`config.mk`:
```
export PLATFORM = sky130hd
export DESIGN_NAME = rx_collector
export DESIGN_NICKNAME = d
export VERILOG_FILES = /design/src/rtl/rx_collector_pkg.sv /design/src/rtl/rx_sync.sv /design/src/rtl/rx_collector.sv
export SDC_FILE = /design/constraint.sdc
export NUM_CORES = 1
export LEC_CHECK = 0
export ABC_AREA = 1
export CORE_ASPECT_RATIO = 0.9
export CORE_MARGIN = 2
export CORE_UTILIZATION = 45
export CTS_CLUSTER_DIAMETER = 30
export DETAILED_ROUTE_END_ITERATION = 10
export PLACE_DENSITY = 0.72
export SYNTH_ARGS = -nofsm -noshare
export SYNTH_HDL_FRONTEND = slang
export SYNTH_SLANG_ARGS = --single-unit
```
`constraint.sdc`:
```
create_clock -name CLK -period 2.22 [get_ports CLK]
set_input_delay 0.555 -clock CLK [delete_from_list [all_inputs] [get_ports CLK]]
set_output_delay 0.555 -clock CLK [all_outputs]
set_load 0.05 [all_outputs]
```
`src/rtl/rx_collector_pkg.sv`:
```
// Shared state encoding and default sizing for the RX return-line collector.
// Used by rx_collector and rx_sync; optional collision counting is RX_COLLECTOR_COLLISION_CNT_EN.
package rx_collector_pkg;

  typedef enum logic [0:0] {
    ST_IDLE   = 1'b0,
    ST_LOCKED = 1'b1
  } state_e;

  localparam int COLL_CNT_W      = 8;
  localparam int DEF_NCH         = 22;
  localparam int DEF_SYNC_STAGES = 2;
  localparam int DEF_IDLE_CYCLES = 1250;

endpackage

```
`src/rtl/rx_sync.sv`:
```
// One-bit synchronizer whose flops reset to 1, so an idle-high line never shows a false start bit.
// Latency SYNC_STAGES clock edges; no flow control.
module rx_sync
  import rx_collector_pkg::*;
#(
  parameter int SYNC_STAGES = DEF_SYNC_STAGES
) (
  input  logic core_clk_i,
  input  logic arst_n_i,
  input  logic d_i,
  output logic q_o
);

  logic [SYNC_STAGES-1:0] ff_q;

  always_ff @(posedge core_clk_i or negedge arst_n_i) begin
    if (!arst_n_i) begin
      ff_q <= '1;
    end else begin
      ff_q <= {ff_q[SYNC_STAGES-2:0], d_i};
    end
  end

  assign q_o = ff_q[SYNC_STAGES-1];

endmodule

```
`src/rtl/rx_collector.sv`:
```
// Merges NCH idle-high UART return lines onto one host RX line by locking the first channel to go low.
// Latency SYNC_STAGES+1 edges IN->OUT; no backpressure. Collision counter built only with RX_COLLECTOR_COLLISION_CNT_EN.
module rx_collector
  import rx_collector_pkg::*;
#(
  parameter int NCH         = DEF_NCH,
  parameter int SYNC_STAGES = DEF_SYNC_STAGES,
  parameter int IDLE_CYCLES = DEF_IDLE_CYCLES,
  parameter int SEL_W       = $clog2(NCH)
) (
  input  logic                  CLK,
  input  logic                  RST_N,
  input  logic [NCH-1:0]        IN,
  output logic                  OUT,
  output logic                  LED,
  output logic                  BUSY,
  output logic [SEL_W-1:0]      SEL,
  output logic [COLL_CNT_W-1:0] COLL_CNT
);

  localparam int              CNT_W    = $clog2(IDLE_CYCLES) + 1;
  localparam logic [CNT_W-1:0] CNT_LAST = CNT_W'(IDLE_CYCLES - 1);

  logic [NCH-1:0]   s;
  logic             any_low;
  logic [SEL_W-1:0] low_idx;

  state_e           state_q, state_d;
  logic             out_q, out_d;
  logic             busy_q, busy_d;
  logic [SEL_W-1:0] sel_q, sel_d;
  logic [CNT_W-1:0] cnt_q, cnt_d;

  for (genvar gi = 0; gi < NCH; gi++) begin : g_sync
    rx_sync #(
      .SYNC_STAGES(SYNC_STAGES)
    ) u_sync (
      .core_clk_i(CLK),
      .arst_n_i  (RST_N),
      .d_i       (IN[gi]),
      .q_o       (s[gi])
    );
  end

  // Lowest index wins when several lines drop in the same cycle.
  always_comb begin
    any_low = 1'b0;
    low_idx = '0;
    for (int i = 0; i < NCH; i++) begin
      if (!s[i] && !any_low) begin
        any_low = 1'b1;
        low_idx = SEL_W'(i);
      end
    end
  end

  always_comb begin
    state_d = state_q;
    out_d   = out_q;
    busy_d  = busy_q;
    sel_d   = sel_q;
    cnt_d   = cnt_q;
    case (state_q)
      ST_IDLE: begin
        out_d = 1'b1;
        if (any_low) begin
          state_d = ST_LOCKED;
          sel_d   = low_idx;
          busy_d  = 1'b1;
          out_d   = 1'b0;
          cnt_d   = '0;
        end
      end
      ST_LOCKED: begin
        out_d = s[sel_q];
        // A low on the terminal-count cycle keeps the lock.
        if (!s[sel_q]) begin
          cnt_d = '0;
        end else if (cnt_q == CNT_LAST) begin
          state_d = ST_IDLE;
          busy_d  = 1'b0;
          cnt_d   = '0;
        end else begin
          cnt_d = cnt_q + CNT_W'(1);
        end
      end
    endcase
  end

  always_ff @(posedge CLK or negedge RST_N) begin
    if (!RST_N) begin
      state_q <= ST_IDLE;
      out_q   <= 1'b1;
      busy_q  <= 1'b0;
      sel_q   <= '0;
      cnt_q   <= '0;
    end else begin
      state_q <= state_d;
      out_q   <= out_d;
      busy_q  <= busy_d;
      sel_q   <= sel_d;
      cnt_q   <= cnt_d;
    end
  end

  assign OUT  = out_q;
  assign LED  = ~out_q;
  assign BUSY = busy_q;
  assign SEL  = sel_q;

`ifdef RX_COLLECTOR_COLLISION_CNT_EN
  logic [NCH-1:0]        s_prev_q;
  logic [NCH-1:0]        other_fall;
  logic [COLL_CNT_W-1:0] coll_q, coll_d;

  always_comb begin
    other_fall         = s_prev_q & ~s;
    other_fall[sel_q]  = 1'b0;
    coll_d             = coll_q;
    if (state_q == ST_LOCKED && |other_fall && coll_q != {COLL_CNT_W{1'b1}}) begin
      coll_d = coll_q + COLL_CNT_W'(1);
    end
  end

  always_ff @(posedge CLK or negedge RST_N) begin
    if (!RST_N) begin
      s_prev_q <= '1;
      coll_q   <= '0;
    end else begin
      s_prev_q <= s;
      coll_q   <= coll_d;
    end
  end

  assign COLL_CNT = coll_q;
`else
  assign COLL_CNT = '0;
`endif

endmodule

```
==> results of run 1 <==
## layer usage
layer	part of all wire	routed length, um	vias up	GRT usage
li1	-	-	1012	-
met5	0	0	-	0
met3	0.071	351	7	0.0593
met2	0.45	2210	81	0.223
met1	0.47	2340	953	0.234
met4	0.012	61	0	0.0609
## cells in the mapped netlist, drive strengths merged (2+ instances only)
cell     n  share of area
nand2   50          0.068
inv     46          0.062
dfstp   45           0.42
a21oi   21          0.040
nand3   21          0.038
nor2    21          0.042
o21ai   20          0.039
dfrtp   19           0.17
buf     10          0.027
nand4    9          0.035
nor3     4         0.0072
clkbuf   2         0.0027
ha       2         0.0090
nor4     2         0.0045
## repair_timing
item                                    CTS  global route
buffers inserted                          0             2
gates resized for setup                   1            13
pin swaps                                 0             3
endpoints found under the setup margin    1            13
## state kept, by name (all words and copies together) (netlist names)
register and cells:
g_sync.u_sync.ff_q 44, cnt_q 12, SEL 5, BUSY 1
OUT 1, state_q 1
## critical path, delay by kind of cell (launching register included)
kind	cells	cell delay [ps]
buffers and inverters	1	200
flip-flops	1	550
AO/OA/AOI/OAI	1	120
AND/OR/NAND/NOR	11	1220
## path summary, 6_finish.rpt
check / startpoint / to
min reg2reg: g_sync[14].u_sync.ff_q[0]$_DFF_PN1_ / g_sync[14].u_sync.ff_q[1]$_DFF_PN1_
max: g_sync[3].u_sync.ff_q[1]$_DFF_PN1_ / cnt_q[2]$_DFFE_PN0P_
max reg2reg: g_sync[3].u_sync.ff_q[1]$_DFF_PN1_ / cnt_q[2]$_DFFE_PN0P_
max in group asynchronous: RST_N / g_sync[18].u_sync.ff_q[0]$_DFF_PN1_
min: RST_N / cnt_q[4]$_DFFE_PN0P_
min in group CLK: g_sync[14].u_sync.ff_q[0]$_DFF_PN1_ / g_sync[14].u_sync.ff_q[1]$_DFF_PN1_
## cell type report
type | count | area [um^2] | share of cell area
Tap cell | 72 | 90.1 | 0.0257
Multi-Input combinational cell | 169 | 953 | 0.272
Sequential cell | 64 | 1660 | 0.474
Clock inverter | 7 | 80.1 | 0.0229
Clock buffer | 9 | 124 | 0.0354
Inverter | 46 | 173 | 0.0493
Timing Repair Buffer | 45 | 422 | 0.120
## power groups by stage
| stage | logic [uW] | registers, uW | clock network [uW] |
|---|---|---|---|
| 5_1_grt | 191 | 1280 | 1090 |
| 4_1_cts | 173 | 1270 | 1030 |
| 3_5_place_dp | 172 | 1290 | 0 |
| 2_1_floorplan | 95.8 | 1290 | 0 |
| 3_3_place_gp | 169 | 1290 | 0 |
| 6_report | 172 | 1280 | 990 |
## cell families (layout without fill, tap and decap cells)
group           Yosys count  after routing  synth area share
fa+ha+maj                 2              2           0.00896
buf+inv                  58            107            0.0918
other cells               1              8           0.00134
flops                    64             64             0.593
mux                       1              1           0.00358
compound gates           48             48            0.0985
simple gates            110            110             0.202
## stage by stage
stage	util	instance area, um^2	hold WS (ps)	worst slack [ps]
3_5_place_dp	0.534	3230	347	100
2_1_floorplan	-	2820	259	90.3
3_3_place_gp	0.534	3230	347	157
5_1_grt	0.579	3500	235	-111
6_report	0.579	3500	212	48.7
4_1_cts	0.567	3430	207	51.9
==> metrics.md, run 1 <==
| Metric | Value |
|---|---|
| Status | `finished, final reports clean` |
| Core area | `0.00605 mm^2` |
| Worst reg2reg setup slack | `50 ps` |
| Power share of the clock group | `0.406` |
| Gate power share | `0.071` |
| Sequential power share | `0.523` |
| TritonCTS buffer count | `9` |
| Slowest CP cell | `dfstp_2` |
| Routed Antenna Nets | `0` |
| Most common cell on crit path | `nand4_4` |
| Layout Nets | `361` |
| Crit Path Max Fanout | `7` |
| Total routed wirelength | `4970 um` |
| DRC violations left | `0` |
| Fin Setup TNS | `0 ps` |
| Height of the die | `78.8 um` |
| Final Critical Period | `2170 ps` |
| Initial drt markers | `166` |
| # fillers | `514` |
| Yosys cell types | `37` |
| Gr ovfl total | `0` |
| Slew @ Worst Pin | `568 ps` |
| Unrepaired setup endpoints after global routing | `true` |
| CTS tree | `yes` |
| Avg Cell Area, Syn | `9.84 um^2` |
| Commonest non-fill, non-tap cells in the layout | `dfstp_2 (45), nand2_1 (45), inv_1 (42), clkdlybuf4s50_1 (26), nand3_1 (20)` |
| #FFs+latches synth | `64` |
| Worst path cell trace | `nand2_2, nor2_4, nand4_4, nor2_4, nand4_4, nor2_4, nand4_4, nor2_8, nand4_4, buf_4, nand2_1, nand2_1, a21oi_2` |
| CTS Root Cell | `clkbuf_8` |
| Worst Hold Class | `input pin to asynchronous set/reset pin` |
| Sequential fraction of the synthesis area | `0.593` |
| Tot GR Track Use | `0.162` |
| Post-Synthesis Cell Area | `0.00279 mm^2` |
| Max H-tree Level | `3` |
| Vias | `2053` |
| Int Power | `1840 uW` |
| Layout cell share with drive strength beyond 1 | `0.309` |
| TritonRoute pass-1 iters | `4` |
| First-pass GRT wire length | `8400 um` |
| Maximum clock rate | `0.461 GHz` |
| Post-DP HPWL | `3610 um` |
| CTS Hold Buffers Added | `0` |
| Setup violations, final | `0` |
| YS warnings | `0` |
| Max Root-Sink Buffers | `2` |
| Worst R2R Path Depth | `13` |
| Max Cap Viol | `0` |
| Final Hold Viols | `0` |
| EDFF count, synth | `0` |
| Worst Skew | `8.07 ps` |
| Slew Limit Fails | `0` |
| Worst Path Required | `2490 ps` |
| Row Count | `27` |
| Slowest Stage Delay on Critical Path | `550 ps` |
| Number of antenna violations at the first check in global routing | `0` |
| Final worst-path cycle share | `0.978` |
| Nature of the critical path startpoint | `register` |
| Slew HR | `0.622` |
| Port-buffer cells | `31` |
| Initial core utilization | `0.462` |
| Vias/cell | `4.98` |
| Switch share | `0.246` |
| TritonCTS Sinks | `64` |
| Clock transition at path regs | `80 ps` |
| Area grow syn2layout | `25.3%` |
| DIE WIDTH | `87.1 um` |
| Largest net degree at the start of global routing | `28` |
| Arr. time, crit path | `2440 ps` |
| Post-Layout Cell Count | `412` |
| Die ar. | `0.00686 mm^2` |
| Design Power | `2440 uW` |
| Diodes inserted | `0` |
| Dpl cells | `394` |
| Io pins | `40` |
| Vias in the first global route | `1816` |
| Pwr dens | `697 mW/mm^2` |
| CP Class | `register to register` |
| Synth async-reset ratio | `1.00` |
| Critical Path End Type | `register` |
| DR WL/cell | `12.1 um` |
| Final Wtd Congestion | `0.897` |
| Syn Inst Count | `284` |
| Latest clock arrival within the worst-skew pair | `340 ps` |
| Main synth FF type | `dfstp_2` |
| Leak pwr | `0.00161 uW` |
| Peak supply drop | `0.717 mV` |
| Sw power | `599 uW` |
Power figures use the tool's default switching activity.
==> run 2: changes to the inputs <==
Settings changed: CORE_MARGIN 2 to default, REMOVE_ABC_BUFFERS from default to 1.
==> run 2 against run 1 <==
Effect of this change: routed wire length rose by 4.8%; worst hold slack lost 21 ps; total power shrank 1.9%; sequential cell count is the same.
==> metrics.md, run 2 (synthesis gave the netlist of run 1 again) <==
| Metric | Value |
|---|---|
| Die ar. | `0.00653 mm^2 (-4.8%)` |
| Layout Nets | `363 (+0.55%)` |
| Height of the die | `76.8 um (-2.5%)` |
| Max reg flops | `44 (unchanged)` |
| Dpl cells | `391 (-0.76%)` |
| Commonest non-fill, non-tap cells in the layout | `dfstp_2 (45), nand2_1 (42), inv_1 (41), clkdlybuf4s50_1 (26), dfrtp_1 (19)` |
| Cell Area, Placed | `0.00323 mm^2 (about the same)` |
| Slowest CP cell | `dfstp_2` |
| Final Critical Period | `2160 ps (-10.2 ps)` |
| Maximum clock rate | `0.463 GHz (+0.47%)` |
| TritonCTS Sinks | `64 (unchanged)` |
| # fillers | `470 (-8.6%)` |
| Pwr dens | `677 mW/mm^2 (-2.8%)` |
| Largest net degree at the start of global routing | `42 (+50%)` |
| Design area | `0.00353 mm^2 (+0.93%)` |
| Worst Path Required | `2450 ps (-40 ps)` |
| Most common cell after layout, fill and taps aside | `dfstp_2` |
| Final worst-path cycle share | `0.973 (-0.00460)` |
| DRC violations left | `0 (unchanged)` |
| Latest clock arrival within the worst-skew pair | `340 ps (about the same)` |
| Critical Path End Type | `register` |
| Sequential cell area | `0.00166 mm^2 (unchanged)` |
| Core area | `0.00582 mm^2 (-3.7%)` |
| Max Cap Viol | `0 (unchanged)` |
| Clock transition at path regs | `70 ps (about the same)` |
| Worst setup margin | `58.9 ps (+10.2 ps)` |
| Arr. time, crit path | `2400 ps (-40 ps)` |
| Slowest Stage Delay on Critical Path | `560 ps (about the same)` |
| Total routed wirelength | `5210 um (+4.8%)` |
| Worst Hold Class | `input pin to asynchronous set/reset pin` |
| Max Root-Sink Buffers | `2 (unchanged)` |
| Crit path buffers/inverters | `1 (unchanged)` |
| CTS Hold Buffers Added | `0 (unchanged)` |
| Post-Layout Cell Count | `412 (unchanged)` |
| Crit Path Max Fanout | `8 (+1)` |
| DIE WIDTH | `85.1 um (-2.3%)` |
| Area grow syn2layout | `26.4%` |
| Port-buffer cells | `31 (unchanged)` |
| Nature of the critical path startpoint | `register` |
| Routed Antenna Nets | `0 (unchanged)` |
| Worst path cell trace | `nand2_4, nor2_4, nand4_4, nor2_4, nand4_4, nor2_4, nand4_4, nor2_8, nand4_4, buf_4, a21oi_1, nor2_1` |
| Row Count | `26 (-3.7%)` |
| Status | `finished, final reports clean` |
| Number of antenna violations at the first check in global routing | `0 (unchanged)` |
| CTS Root Cell | `clkbuf_8` |
| Post-DP HPWL | `3620 um (+0.35%)` |
| Layout cell share with drive strength beyond 1 | `0.327 (+0.0187)` |
| Tot GR Track Use | `0.175 (+0.0125)` |
| Vias/cell | `4.91 (-1.4%)` |
| Unrepaired setup endpoints after global routing | `true` |
| CP Class | `register to register` |
| Most common cell on crit path | `nand4_4` |
| Final Hold Viols | `0 (unchanged)` |
| Place WS | `64.6 ps (-35.6 ps)` |
| TritonCTS buffer count | `9 (unchanged)` |
| Max H-tree Level | `3 (unchanged)` |
| Slew @ Worst Pin | `571 ps (+3.25 ps)` |
| Gr ovfl total | `0 (unchanged)` |
| Vias in the first global route | `1905 (+4.9%)` |
| Multi-input combinational cell area | `976 um^2 (+2.4%)` |
| Design Power | `2390 uW (-1.9%)` |
| Leak pwr | `0.00162 uW (+1.1%)` |
| Slew Limit Fails | `0 (unchanged)` |
| First-pass GRT wire length | `8650 um (+3.0%)` |
| Worst Skew | `8.13 ps (+0.0589 ps)` |
| TritonRoute pass-1 iters | `4 (unchanged)` |
| Largest reg by FF count | `g_sync.u_sync.ff_q` |
| Io pins | `40 (unchanged)` |
| Vias | `2024 (-1.4%)` |
| Final Wtd Congestion | `0.882 (-1.7%)` |
| Final Util | `0.607 (+0.0278)` |
| Diodes inserted | `0 (unchanged)` |
| CP delay by family, top | `simple AND/OR/NAND/NOR gates` |
| Slew HR | `0.616 (-0.00568)` |
| Initial core utilization | `0.480 (+0.0178)` |
| DR WL/cell | `12.6 um (+4.8%)` |
| Setup violations, final | `0 (unchanged)` |
| Peak supply drop | `0.488 mV (-32%)` |
| Initial drt markers | `150 (-9.6%)` |
| CTS tree | `yes` |
run 2: cell types whose count changed in the layout (fill, tap and decap cells not counted), sizes merged:
cell / previous run / this run
clkinv: 3 / 1
bufinv: 1 / 0
buf: 18 / 20
clkbuf: 9 / 12
run 2: power breakdown:
part | internal, uW | switching, uW
logic | 70.2 | 108
registers | 1250 | 30.9
clock network | 502 | 434
total | 1820 | 573
run 2: area by class of cell:
class,instances,share of cell area
clock buffers,12,0.0471
clock inverters,4,0.00744
inverters,46,0.0489
multi-input cells,169,0.276
flip-flops and latches,64,0.469
well taps,70,0.0248
repair buffers,47,0.126
run 2: path summary, 6_finish.rpt:
| check | endpoint | depth (start not counted) | slack [ps] | start |
|---|---|---|---|---|
| min in group CLK | g_sync[7].u_sync.ff_q[1]$_DFF_PN1_ | 0 | 350 | g_sync[7].u_sync.ff_q[0]$_DFF_PN1_ |
| min reg2reg | g_sync[7].u_sync.ff_q[1]$_DFF_PN1_ | 0 | 350 | g_sync[7].u_sync.ff_q[0]$_DFF_PN1_ |
| max in group asynchronous | g_sync[6].u_sync.ff_q[0]$_DFF_PN1_ | 2 | 1720 | RST_N |
| max reg2reg | cnt_q[3]$_DFFE_PN0P_ | 12 | 60 | g_sync[3].u_sync.ff_q[1]$_DFF_PN1_ |
| max | cnt_q[3]$_DFFE_PN0P_ | 12 | 60 | g_sync[3].u_sync.ff_q[1]$_DFF_PN1_ |
| min | SEL[0]$_DFFE_PN0P_ | 2 | 190 | RST_N |
run 2: through the flow:
step           setup TNS [ps]  hold slack (ps)
3_3_place_gp                0              345
2_1_floorplan               0              259
6_report                    0              191
3_5_place_dp                0              347
5_1_grt                  -807              185
4_1_cts                     0              182
run 2: what timing repair did:
action,4_1_cts,5_1_grt
gates resized for setup,1,19
gates cloned,0,0
pin swaps,0,3
setup endpoints to repair,1,15
setup buffers,0,5
run 2: worst reg2reg max path: cells and delay by family (launching register included):
family,cells,cell delay (ps)
DFF,1,560
AOI/OAI and AO/OA,1,130
buffers and inverters,1,210
and+or+nand+nor,10,1160
run 2: layer usage:
| metal | wire (um) | global-route usage | vias to the layer above |
|---|---|---|---|
| met5 | 0 | 0 | - |
| met2 | 2380 | 0.249 | 60 |
| met3 | 280 | 0.0689 | 6 |
| li1 | - | - | 1006 |
| met1 | 2490 | 0.234 | 952 |
| met4 | 57 | 0.0814 | 0 |
==> run 3: changes to the inputs <==
Settings changed: ABC_CLOCK_PERIOD_IN_PS from default to 2220, SLEW_MARGIN from default to 20.
==> results of run 3 <==
No change in the layout: final DEF, timing and power equal those of run 2.
==> patch (config.mk and constraints of run 1) <==
Build with the macro `RX_COLLECTOR_COLLISION_CNT_EN` defined.
--- a/src/rtl/rx_collector.sv
+++ b/src/rtl/rx_collector.sv
@@ -1,5 +1,7 @@
 // Merges NCH idle-high UART return lines onto one host RX line by locking the first channel to go low.
 // Latency SYNC_STAGES+1 edges IN->OUT; no backpressure. Collision counter built only with RX_COLLECTOR_COLLISION_CNT_EN.
+`define RX_COLLECTOR_COLLISION_CNT_EN
+
 module rx_collector
   import rx_collector_pkg::*;
 #(
Function: changed (a bounded check fails within 10 cycles, from zero or initial values and one cycle with RST_N low).
==> patch against run 1 <==
- synthesized cell count increased by 37%
- wire length is 73% higher
- power grew 58%
- cell area grew 45%
- sequential cell count up 30
- synthesized area up 43%
- setup slack improved by 0.0013 ns
- highest routed layer unchanged
==> patch: results (changes against run 1) <==
outcome = completed (unchanged)
CP max FO = 8 (was 7)
vias after detailed routing = 3,039 (was 2,053)
largest net degree at the start of global routing = 49 (was 28)
startpoint types = flip-flop (unchanged)
WL/cell = 14.4 um (was 12.1 um)
Total Nets Final = 498 (was 361)
DRT iter0 DRCs = 239 (was 166)
post-synthesis cell type count = 38 (was 37)
capturing point of the worst reg2reg path = cnt_q[3] (was cnt_q[2])
CP delay by family, top = simple AND/OR/NAND/NOR gates (unchanged)
met3 wire length = 476 um (was 351 um)
reg-to-reg slack, setup = 0.05 ns
port buffer count = 39 (was 31)
Final Skew = 0.0145 ns (was 0.00807 ns)
Hold Path Class = input pin to async pin (unchanged)
Root Buffer = clkbuf_8 (unchanged)
initial antenna violation count = 0 (unchanged)
GRT Total Usage = 0.189 (was 0.162)
GR Layer Usage met1 = 0.254 (was 0.234)
worst skew pair latency = 0.36 ns (was 0.34 ns)
CP peak stage delay = 0.57 ns (was 0.55 ns)
sequential share of the synthesized area = 0.608 (was 0.593)
Net Count, Synth = 417
CTS buffer count = 9 (unchanged)
H-tree levels = 3 (unchanged)
Synth Flop Type = dfstp_2 (unchanged)
Cells after DPL = 568 (was 394)
drt via density = 5.11 (was 4.98)
reg2reg start = g_sync[3].u_sync.ff_q[1] (unchanged)
Met2 Wirelength = 4.13 mm (was 2.21 mm)
CP Data Arrival Time = 2.43 ns
share of layout cells above drive strength 1 = 0.330 (was 0.309)
M3 GR Usage = 0.0411 (was 0.0593)
Ys Warns = 0 (unchanged)
Synth async-reset ratio = 1.00 (unchanged)
worst r2r path cells = 12 (was 13)
DR pass1 iterations = 7 (was 4)
FMAX = 461 MHz (about the same)
routability cong. = 0.895 (was 0.897)
Slew HR = 0.645 (was 0.622)
antenna diode instance count = 0 (unchanged)
wl on met1 = 3.87 mm (was 2.34 mm)
biggest registers after layout = g_sync.u_sync.ff_q (44), s_prev_q (22), cnt_q (12)
LEAKAGE = 2.35 nW (was 1.61 nW)
most frequent cells after synthesis = 75 x nand2_1, 67 x dfstp_2, 49 x inv_1 (was 49 x nand2_1, 45 x dfstp_2, 42 x inv_1)
average cell area after synthesis = 10.3 um^2 (was 9.84 um^2)
vias in the first global route = 2,972 (was 1,816)
highest routed layer = met4 (unchanged)
clock tree buffer depth = 2 (unchanged)
CP max stage cell = dfstp_2 (unchanged)
placed inst area = 4710 um^2 (was 3230 um^2)
critical path capture point type = flip-flop (unchanged)
worst slack, placed = -0.0864 ns (was 0.100 ns)
clk slew on worst S/H paths = 0.10 ns (was 0.08 ns)
met2 Use GR = 0.296 (was 0.223)
wire length of the first global-routing pass = 14.0 mm (was 8.40 mm)
VDD IR max = 0.382 mV (was 0.717 mV)
ranking of synthesized cells by area = dfstp_2 44%, dfrtp_1 17%, nand2_1 7.0% (was dfstp_2 42%, dfrtp_1 17%, nand2_1 6.6%)
DP HPWL = 5.83 mm (was 3.61 mm)
-- patch: cell types whose count changed after synthesis, sizes merged, moves of 3 or more --
cell    delta
a21oi     -11
buf        -8
dfrtp      +8
dfstp     +22
o21ai     +12
inv        +5
nand3      +7
nor2      +13
xnor2      +4
o22ai      +8
o211ai     +9
xor2       +3
nand2     +30
-- patch: report_power, final --
group	switching (mW)	internal [mW]	total [mW]	leakage (nW)
clock	0.643	0.470	1.11	0.0993
sequential	0.126	1.89	2.02	1.05
combinational	0.436	0.275	0.711	1.20
-- patch: final cells by class --
| class | instances | area [um^2] |
|---|---|---|
| fill | 722 | 3550 |
| sequential | 94 | 2440 |
| multi-input combinational | 244 | 1420 |
| timing repair buffer | 71 | 666 |
| inverter | 51 | 194 |
| tap | 119 | 149 |
| clock buffer | 10 | 138 |
| clock inverter | 6 | 58.8 |
-- patch: through the flow --
step                 util  hold WS [ns]  power [mW]  TNS, ns
finish              0.588         0.294        3.84        0
CTS                 0.578         0.285        3.90        0
floorplan               -         0.259        2.48        0
global placement    0.547         0.346        2.76   -0.506
detailed placement  0.547         0.347        2.77   -0.683
global route        0.588         0.293        4.05   -0.964
-- patch: what timing repair did --
item | in CTS | in global routing
hold buffers | 0 | 0
gates cloned | 1 | 0
setup endpoints to repair | 22 | 34
pin swaps | 3 | 10
gates resized for setup | 5 | 27
buffers inserted | 7 | 3
-- patch: logic make-up after synthesis --
group,Yosys count,share of synthesized area
XOR/XNOR,7,0.0153
adder cells (fa/ha/maj),3,0.00936
flip-flops,94,0.608
AO/OA/AOI/OAI,72,0.109
AND/OR/NAND/NOR,161,0.205
buffers and inverters,53,0.0534
